File: config.mk
export PLATFORM = sky130hd
export DESIGN_NAME = als_responder
export DESIGN_NICKNAME = d
export VERILOG_FILES = /design/src/rtl/als_responder.sv
export SDC_FILE = /design/constraint.sdc
export NUM_CORES = 1
export LEC_CHECK = 0
export ABC_CLOCK_PERIOD_IN_PS = 3600
export CORE_ASPECT_RATIO = 0.7
export CORE_UTILIZATION = 50
export DETAILED_ROUTE_END_ITERATION = 7
export MAX_ROUTING_LAYER = met4
export PLACE_DENSITY = 0.71
export SYNTH_ARGS = -nofsm -noshare
export SYNTH_HDL_FRONTEND = slang
export SYNTH_SLANG_ARGS = --single-unit
export TNS_END_PERCENT = 10
File: constraint.sdc
create_clock -name clk -period 3.6 [get_ports clk]
set_input_delay 0.72 -clock clk [delete_from_list [all_inputs] [get_ports clk]]
set_output_delay 0.72 -clock clk [all_outputs]
set_load 0.01 [all_outputs]
File: src/rtl/als_responder.sv
// ---------------------------------------------------------------------------
// als_responder
//
// Emulates the ambient-light-sensor ADC on its SPI-like pins so the ALS
// reader can be exercised without the physical sensor. An 8-bit sample
// loaded from fabric is reported in the sensor's frame format:
// LEAD_BITS zeros, the sample MSB first, then TRAIL_BITS zeros.
//
// Ports
//   clk          in   system clock, all logic on the rising edge
//   reset        in   synchronous, active-high reset
//   sample       in   value reported by the emulated sensor
//   sample_load  in   single-cycle strobe, captures sample into the shadow
//   ALS_CS       in   chip select from master, active low, asynchronous
//   ALS_SCK      in   serial clock from master, idles high, asynchronous
//   ALS_SDO      out  registered serial data to master
//   busy         out  high while a frame is in progress
//   frame_done   out  one-cycle pulse, CS released after the full frame
//   frame_abort  out  one-cycle pulse, CS released before the full frame
//
// Optional feature: define ALS_RESP_SWEEP_EN to make the shadow register
// increment on every completed frame (ramp pattern for soak tests).
// ---------------------------------------------------------------------------
module als_responder #(
    parameter int LEAD_BITS  = 4,
    parameter int DATA_BITS  = 8,
    parameter int TRAIL_BITS = 4
) (
    input  logic                 clk,
    input  logic                 reset,
    input  logic [DATA_BITS-1:0] sample,
    input  logic                 sample_load,
    input  logic                 ALS_CS,
    input  logic                 ALS_SCK,
    output logic                 ALS_SDO,
    output logic                 busy,
    output logic                 frame_done,
    output logic                 frame_abort
);

    localparam int N     = LEAD_BITS + DATA_BITS + TRAIL_BITS;
    localparam int CNT_W = $clog2(N + 1);

    typedef enum logic [1:0] {
        S_IDLE  = 2'd0,
        S_SHIFT = 2'd1,
        S_DONE  = 2'd2
    } state_t;

    // Synchroniser + edge-detect flops
    logic r_cs_s1, r_cs_s2, r_cs_s3;
    logic r_sck_s1, r_sck_s2, r_sck_s3;

    // Arming logic: keeps a CS already low at reset release from looking
    // like a fresh falling edge once the synchroniser refills.
    logic [1:0] r_settle;
    logic       r_armed;

    state_t                r_state;
    state_t                w_state_nxt;
    logic [DATA_BITS-1:0]  r_shadow;
    logic [N-1:0]          r_frame;
    logic [N-1:0]          w_frame_nxt;
    logic [N-1:0]          w_frame_load;
    logic [CNT_W-1:0]      r_cnt;
    logic [CNT_W-1:0]      w_cnt_nxt;
    logic                  r_sdo;
    logic                  w_sdo_nxt;
    logic                  r_done;
    logic                  w_done_nxt;
    logic                  r_abort;
    logic                  w_abort_nxt;

    logic w_cs_fall;
    logic w_cs_rise;
    logic w_sck_fall;

    // Flops reset to the idle level (high) so reset itself never makes an edge.
    always_ff @(posedge clk) begin
        if (reset) begin
            r_cs_s1  <= 1'b1;
            r_cs_s2  <= 1'b1;
            r_cs_s3  <= 1'b1;
            r_sck_s1 <= 1'b1;
            r_sck_s2 <= 1'b1;
            r_sck_s3 <= 1'b1;
        end else begin
            r_cs_s1  <= ALS_CS;
            r_cs_s2  <= r_cs_s1;
            r_cs_s3  <= r_cs_s2;
            r_sck_s1 <= ALS_SCK;
            r_sck_s2 <= r_sck_s1;
            r_sck_s3 <= r_sck_s2;
        end
    end

    // After two cycles r_cs_s2 carries the real pin level; arm only once it
    // has been seen high, so a frame needs a genuine high-to-low transition.
    always_ff @(posedge clk) begin
        if (reset) begin
            r_settle <= 2'd0;
            r_armed  <= 1'b0;
        end else begin
            if (r_settle != 2'd2) begin
                r_settle <= r_settle + 2'd1;
            end
            if (r_settle == 2'd2 && r_cs_s2) begin
                r_armed <= 1'b1;
            end
        end
    end

    assign w_cs_fall  = r_armed & r_cs_s3 & ~r_cs_s2;
    assign w_cs_rise  = ~r_cs_s3 & r_cs_s2;
    assign w_sck_fall = r_sck_s3 & ~r_sck_s2;

    assign w_frame_load = {{LEAD_BITS{1'b0}}, r_shadow, {TRAIL_BITS{1'b0}}};

    // FSM: state register
    always_ff @(posedge clk) begin
        if (reset) begin
            r_state <= S_IDLE;
        end else begin
            r_state <= w_state_nxt;
        end
    end

    // FSM: next-state logic. CS edges always take priority over SCK edges.
    always_comb begin
        w_state_nxt = r_state;
        case (r_state)
            S_IDLE: begin
                if (w_cs_fall) begin
                    w_state_nxt = S_SHIFT;
                end
            end
            S_SHIFT: begin
                if (w_cs_rise) begin
                    w_state_nxt = S_IDLE;
                end else if (w_sck_fall && r_cnt == CNT_W'(N)) begin
                    w_state_nxt = S_DONE;
                end
            end
            S_DONE: begin
                if (w_cs_rise) begin
                    w_state_nxt = S_IDLE;
                end
            end
            default: w_state_nxt = S_IDLE;
        endcase
    end

    // FSM: output / datapath next-value logic
    always_comb begin
        w_frame_nxt = r_frame;
        w_cnt_nxt   = r_cnt;
        w_sdo_nxt   = r_sdo;
        w_done_nxt  = 1'b0;
        w_abort_nxt = 1'b0;
        busy        = (r_state != S_IDLE);
        case (r_state)
            S_IDLE: begin
                w_sdo_nxt = 1'b0;
                if (w_cs_fall) begin
                    w_frame_nxt = w_frame_load;
                    w_sdo_nxt   = w_frame_load[N-1];
                    w_cnt_nxt   = CNT_W'(1);
                end
            end
            S_SHIFT: begin
                if (w_cs_rise) begin
                    w_abort_nxt = 1'b1;
                    w_sdo_nxt   = 1'b0;
                end else if (w_sck_fall) begin
                    if (r_cnt == CNT_W'(N)) begin
                        // All N bits presented: this fall ends the frame.
                        w_sdo_nxt = 1'b0;
                    end else begin
                        w_frame_nxt = r_frame << 1;
                        w_sdo_nxt   = r_frame[N-2];
                        w_cnt_nxt   = r_cnt + CNT_W'(1);
                    end
                end
            end
            S_DONE: begin
                w_sdo_nxt = 1'b0;
                if (w_cs_rise) begin
                    w_done_nxt = 1'b1;
                end
            end
            default: begin
                w_sdo_nxt = 1'b0;
            end
        endcase
    end

    always_ff @(posedge clk) begin
        if (reset) begin
            r_frame <= '0;
            r_cnt   <= '0;
            r_sdo   <= 1'b0;
            r_done  <= 1'b0;
            r_abort <= 1'b0;
        end else begin
            r_frame <= w_frame_nxt;
            r_cnt   <= w_cnt_nxt;
            r_sdo   <= w_sdo_nxt;
            r_done  <= w_done_nxt;
            r_abort <= w_abort_nxt;
        end
    end

    // Shadow register. A frame capture in the same cycle as a load sees the
    // old value because the frame is built from the registered shadow.
    always_ff @(posedge clk) begin
        if (reset) begin
            r_shadow <= '0;
        end else if (sample_load) begin
            r_shadow <= sample;
`ifdef ALS_RESP_SWEEP_EN
        end else if (w_done_nxt) begin
            r_shadow <= r_shadow + DATA_BITS'(1);
`endif
        end
    end

    assign ALS_SDO     = r_sdo;
    assign frame_done  = r_done;
    assign frame_abort = r_abort;

endmodule

==> flow_summary.ini, run 1 <==
[sta]
whs_ns = 0.4096
min_period_ns = 2.306
clock_skew_ns = 0.006666
max_freq_mhz = 433.7
period_share_pct = 64.05
tns_ns = 0
maxSlewViolCount = 0
hold_viol_final = 0
relSlewSlack_pct = 26.67
setup_ws_ns = 1.294
rsz0062_at_grt = false
setup_viol = 0
worst_pin_slew_ns = 1.097

[cts]
postCtsSetupRepairBufs = 0
cts-root-buf = clkbuf_8
cts_tree = yes
cts_hold_buf = 0
cts_buffers = 5
cts_buffer_depth = 2
cts_max_level = 2
clock_latency_ns = 0.29
post_cts_resized = 0
clkTransAtPathRegs_ns = 0.07
cts.sinks = 38

[synthesis]
netlist_area_sq_mm = 0.001573
ys_async_sr_fraction_pct = 0
ys_top_cells_by_area = dfxtp_1 48%, nor2_1 6.4%, mux2i_1 5.1%
seq_area_frac_synth_pct = 48.37
syn-instance-count = 167
synth_commonest_cells = 38 x dfxtp_1, 27 x nor2_1, 9 x nor3_1
yosysMostFrequentCell = dfxtp_1
ys.flop_type = dfxtp_1
ys_ff_latch = 38
synth_largest_area_cell = dfxtp_1
synth_cell_type_count = 34
syn_area_per_cell_sq_um = 9.418
yosysTopAreaCellShare_pct = 48.37
syn_nets = 183
yosys_warnings = 0
synth_edf_count = 0

[die]
die_y_um = 48.93
start_util_pct = 54.56
die_w_um = 69.04
fp.dieArea_sq_mm = 0.003378
rows = 16
core_sq_mm = 0.002883
ios = 17

[global_routing]
overflow = 0
grt_antenna_before_repair = 0
grt_max_degree = 35
top_usage_layer = met2
first_global_vias = 1172
grt_usage_pct = 20.64
use_met3_pct = 5.579
use_met2_pct = 33.17
use_met1_pct = 25.19
grt_pass1_wl_mm = 5.375

[place]
io_buffers = 16
place_inst = 209
post-place-ws_ns = 1.179
gp_congestion = 0.7409
dp_hpwl_mm = 2.048

[layout]
area_delta_synth_final_pct = 16.15
fin_cells = 217
num_antenna_cells = 0
layout-drive-gt1-share_pct = 14.36
register_area_sq_um = 760.7
fill_cells = 238
multiInputGateArea_sq_um = 735.7
nNetsFinal = 196

[setup_path]
arrival_ns = 2.47
crit_type = reg -> reg
cp.required_ns = 3.76
critical_path.cell_chain = inv_1, ha_1, and4bb_4, nor4_4, a41oi_1, a311oi_1
cpPeakStageDelay_ns = 0.74
cp-start-kind = register
slowest_stage = nor4_4
end_kind = register
critPathMaxFanout = 15

[drt]
vias = 1207
drc = 0
dr.pass1.iters = 4
drtIter0Drc = 83
ant_nets = 0
wl_mm = 3.119
routedWlPerCell_um = 14.37
vias_per_cell = 5.562

[power]
ir_worst_vdd_v = 0.0002319
p_per_area_mw_per_mm2 = 500.0
power.leakage_uw = 0.0006871
totalPowerFinal_uw = 913.4

[worst_hold_path]
hold_class = reg -> reg

[flow_run]
drv_cap = 0

[run_status]
status = completed
per-layer routing:
metal | vias to the layer above | part of all wire (%)
met5 | - | 0
met2 | 30 | 44
met1 | 559 | 49
met3 | 5 | 5.1
met4 | 0 | 1.2
li1 | 613 | -
flip-flops by register name, indices dropped and copies added, names as in the netlist, 2 cells and up:
| signal | count |
|---|---|
| r_cnt | 5 |
| r_frame | 11 |
| r_settle | 2 |
| r_shadow | 8 |
| r_state | 2 |
cell usage in the layout, fill, tap and decap left out, drive strengths merged, types with 2 or more instances in the layout:
master         count
nor2b              2
dfxtp             38
nor2              29
ha                 3
or2                8
nand2b             4
nand3             13
nor3               9
clkdlybuf4s50     16
nor4               9
nand3b             2
nand2              5
a311oi             2
a41oi              2
inv                3
clkbuf             7
mux2i              8
a21oi              8
stage by stage:
stage / instance area (sq um) / util [%]
3_5_place_dp: 1720 / 59.68
2_1_floorplan: 1573 / -
5_1_grt: 1827 / 63.37
6_report: 1827 / 63.37
3_3_place_gp: 1720 / 59.68
4_1_cts: 1827 / 63.37
cell type report:
type / count / share of cell area [%]
Sequential cell: 38 / 41.64
Inverter: 3 / 0.6164
Multi-Input combinational cell: 115 / 40.27
Clock inverter: 1 / 1.644
Timing Repair Buffer: 17 / 9.178
Clock buffer: 7 / 4.178
Tap cell: 36 / 2.466
cells by family (layout without fill, tap and decap cells):
kind of cell             after synthesis  after routing  synth area share [%]
AO/OA/AOI/OAI                         18             18                 7.400
multiplexers                           8              8                 5.092
XOR/XNOR                               1              1                0.5570
flip-flops                            38             38                 48.37
AND/OR/NAND/NOR                       85             85                 31.34
buffers and inverters                 14             28                 4.852
adder cells (fa/ha/maj)                3              3                 2.387
worst max-delay path: cells and delay by family, from the launching register on:
kind / cells / cell delay, ns
adder cells (fa/ha/maj): 1 / 0.22
buffers and inverters: 1 / 0.08
flip-flops: 1 / 0.40
AO/OA/AOI/OAI: 2 / 0.53
AND/OR/NAND/NOR: 2 / 0.96
power breakdown:
part / internal (uW) / leakage [uW] / switching, uW
combinational: 46.1 / 0.000325 / 50.9
sequential: 447 / 0.000310 / 16.4
clock: 207 / 0.0000524 / 145
path summary, 6_finish.rpt:
kind                 start  depth (start not counted)       end  slack (ns)
hold / removal    r_sck_s1                          1  r_sck_s2        0.41
setup reg to reg  r_cnt[0]                          6  r_cnt[3]        1.29
hold reg to reg   r_sck_s1                          1  r_sck_s2        0.41
setup / recovery  r_cnt[0]                          6  r_cnt[3]        1.29
(Power assumes the default switching activity.)
==> run 2: changes to the inputs <==
- ABC_CLOCK_PERIOD_IN_PS: 3600 -> 2200
- clock period: 3.6 -> 2.2 ns (I/O delays scaled with it)
==> flow_summary.ini, run 2 (synthesis gave the netlist of run 1 again) <==
[layout]
top_regs = r_frame (11), r_shadow (8), r_cnt (5)
largest_register_ff_count = 11
final_area_sq_mm = 0.001812
fill_cells = 245
num_antenna_cells = 0
mostFrequentLayoutCells = 38 x dfxtp_1, 27 x nor2_1, 16 x clkdlybuf4s50_1, 9 x nor3_1
nNetsFinal = 198
mostFrequentLayoutCell = dfxtp_1
regMostFlops = r_frame
layout-drive-gt1-share_pct = 14.84
area_delta_synth_final_pct = 15.20

[power]
p_per_area_mw_per_mm2 = 742.6
ir_worst_vdd_v = 0.0004610
power.leakage_uw = 0.0006832

[worst_hold_path]
hold_class = reg -> reg

[place]
placed_cell_area_sq_mm = 0.001735
io_buffers = 16
dp_hpwl_mm = 1.993
gp_congestion = 0.8677

[sta]
period_share_pct = 88.56
clock_skew_ns = 0.004116
rsz0062_at_grt = false
tns_ns = 0
worst_pin_slew_ns = 0.6183
max_freq_mhz = 513.3
setup_viol = 0
hold_viol_final = 0
relSlewSlack_pct = 58.62
min_period_ns = 1.948
maxSlewViolCount = 0

[die]
rows = 16
die_w_um = 69.04
die_y_um = 48.93
fp.dieArea_sq_mm = 0.003378
ios = 17
start_util_pct = 54.56
core_sq_mm = 0.002883

[cts]
cts_tree = yes
cts_buffer_depth = 2
clkTransAtPathRegs_ns = 0.07
cts.sinks = 38
cts_buffers = 5
cts-root-buf = clkbuf_8
postCtsSetupRepairBufs = 0
clock_latency_ns = 0.27
post_cts_resized = 0
cts_hold_buf = 0
cts_max_level = 2

[setup_path]
cp-start-kind = register
arrival_ns = 2.09
end_kind = register
crit_type = reg -> reg
cp.required_ns = 2.34
critPathMaxFanout = 15
reg2reg_slack_ns = 0.25

[drt]
drtIter0Drc = 72
dr.pass1.iters = 4
vias = 1207
wl_mm = 2.892
vias_per_cell = 5.537
drc = 0
ant_nets = 0
routedWlPerCell_um = 13.27

[run_status]
status = completed

[global_routing]
overflow = 0
first_global_vias = 1044
grt_pass1_wl_mm = 4.733
grt_antenna_before_repair = 0
grt_max_degree = 21
grt_usage_pct = 18.45

[flow_run]
drv_cap = 0
run 2: where the power goes:
part | total [uW] | switching [uW] | internal, uW | leakage (uW)
Clock | 430 | 212 | 218 | 0.0000383
Combinational | 156 | 79.7 | 76.6 | 0.000335
Sequential | 759 | 26.9 | 732 | 0.000310
Total | 1350 | 319 | 1030 | 0.000683
run 2: path summary, 6_finish.rpt:
path	startpoint	end	depth (start not counted)
max	r_cnt[0]	r_cnt[3]	6
min	r_sck_s1	r_sck_s2	1
max reg2reg	r_cnt[0]	r_cnt[3]	6
min reg2reg	r_sck_s1	r_sck_s2	1
run 2: cell type report:
class | count | area (sq um) | share of cell area, %
flip-flops and latches | 38 | 760.7 | 41.99
repair buffers | 19 | 182.7 | 10.08
multi-input cells | 115 | 735.7 | 40.61
clock buffers | 7 | 76.32 | 4.213
well taps | 36 | 45.04 | 2.486
inverters | 3 | 11.26 | 0.6215
run 2: metrics by stage:
step | std cells | power [uW] | hold WS (ns) | setup slack (ns) | utilization [%]
2_1_floorplan | 167 | 878.7 | 0.3895 | 0.3198 | -
3_3_place_gp | 211 | 918.4 | 0.4021 | 0.3452 | 60.20
3_5_place_dp | 211 | 928.4 | 0.3996 | 0.2891 | 60.20
4_1_cts | 218 | 1359 | 0.4242 | 0.2783 | 62.85
5_1_grt | 218 | 1422 | 0.4451 | 0.1564 | 62.85
6_report | 218 | 1345 | 0.4196 | 0.2518 | 62.85
run 2: worst max-delay path, stage by stage (launching register included):
cell and delay (ns):
dfxtp_1 0.40, inv_1 0.08, ha_1 0.21, and4bb_4 0.22, or4_4 0.67, nand2_1 0.13
a311oi_1 0.10
run 2: layer usage:
| layer | part of all wire [%] | up-vias | global-route usage (%) |
|---|---|---|---|
| li1 | - | 611 | - |
| met1 | 53 | 563 | 25.26 |
| met2 | 42 | 31 | 25.24 |
| met3 | 5.3 | 2 | 5.579 |
| met4 | 0.45 | 0 | 7.483 |
| met5 | 0 | - | - |
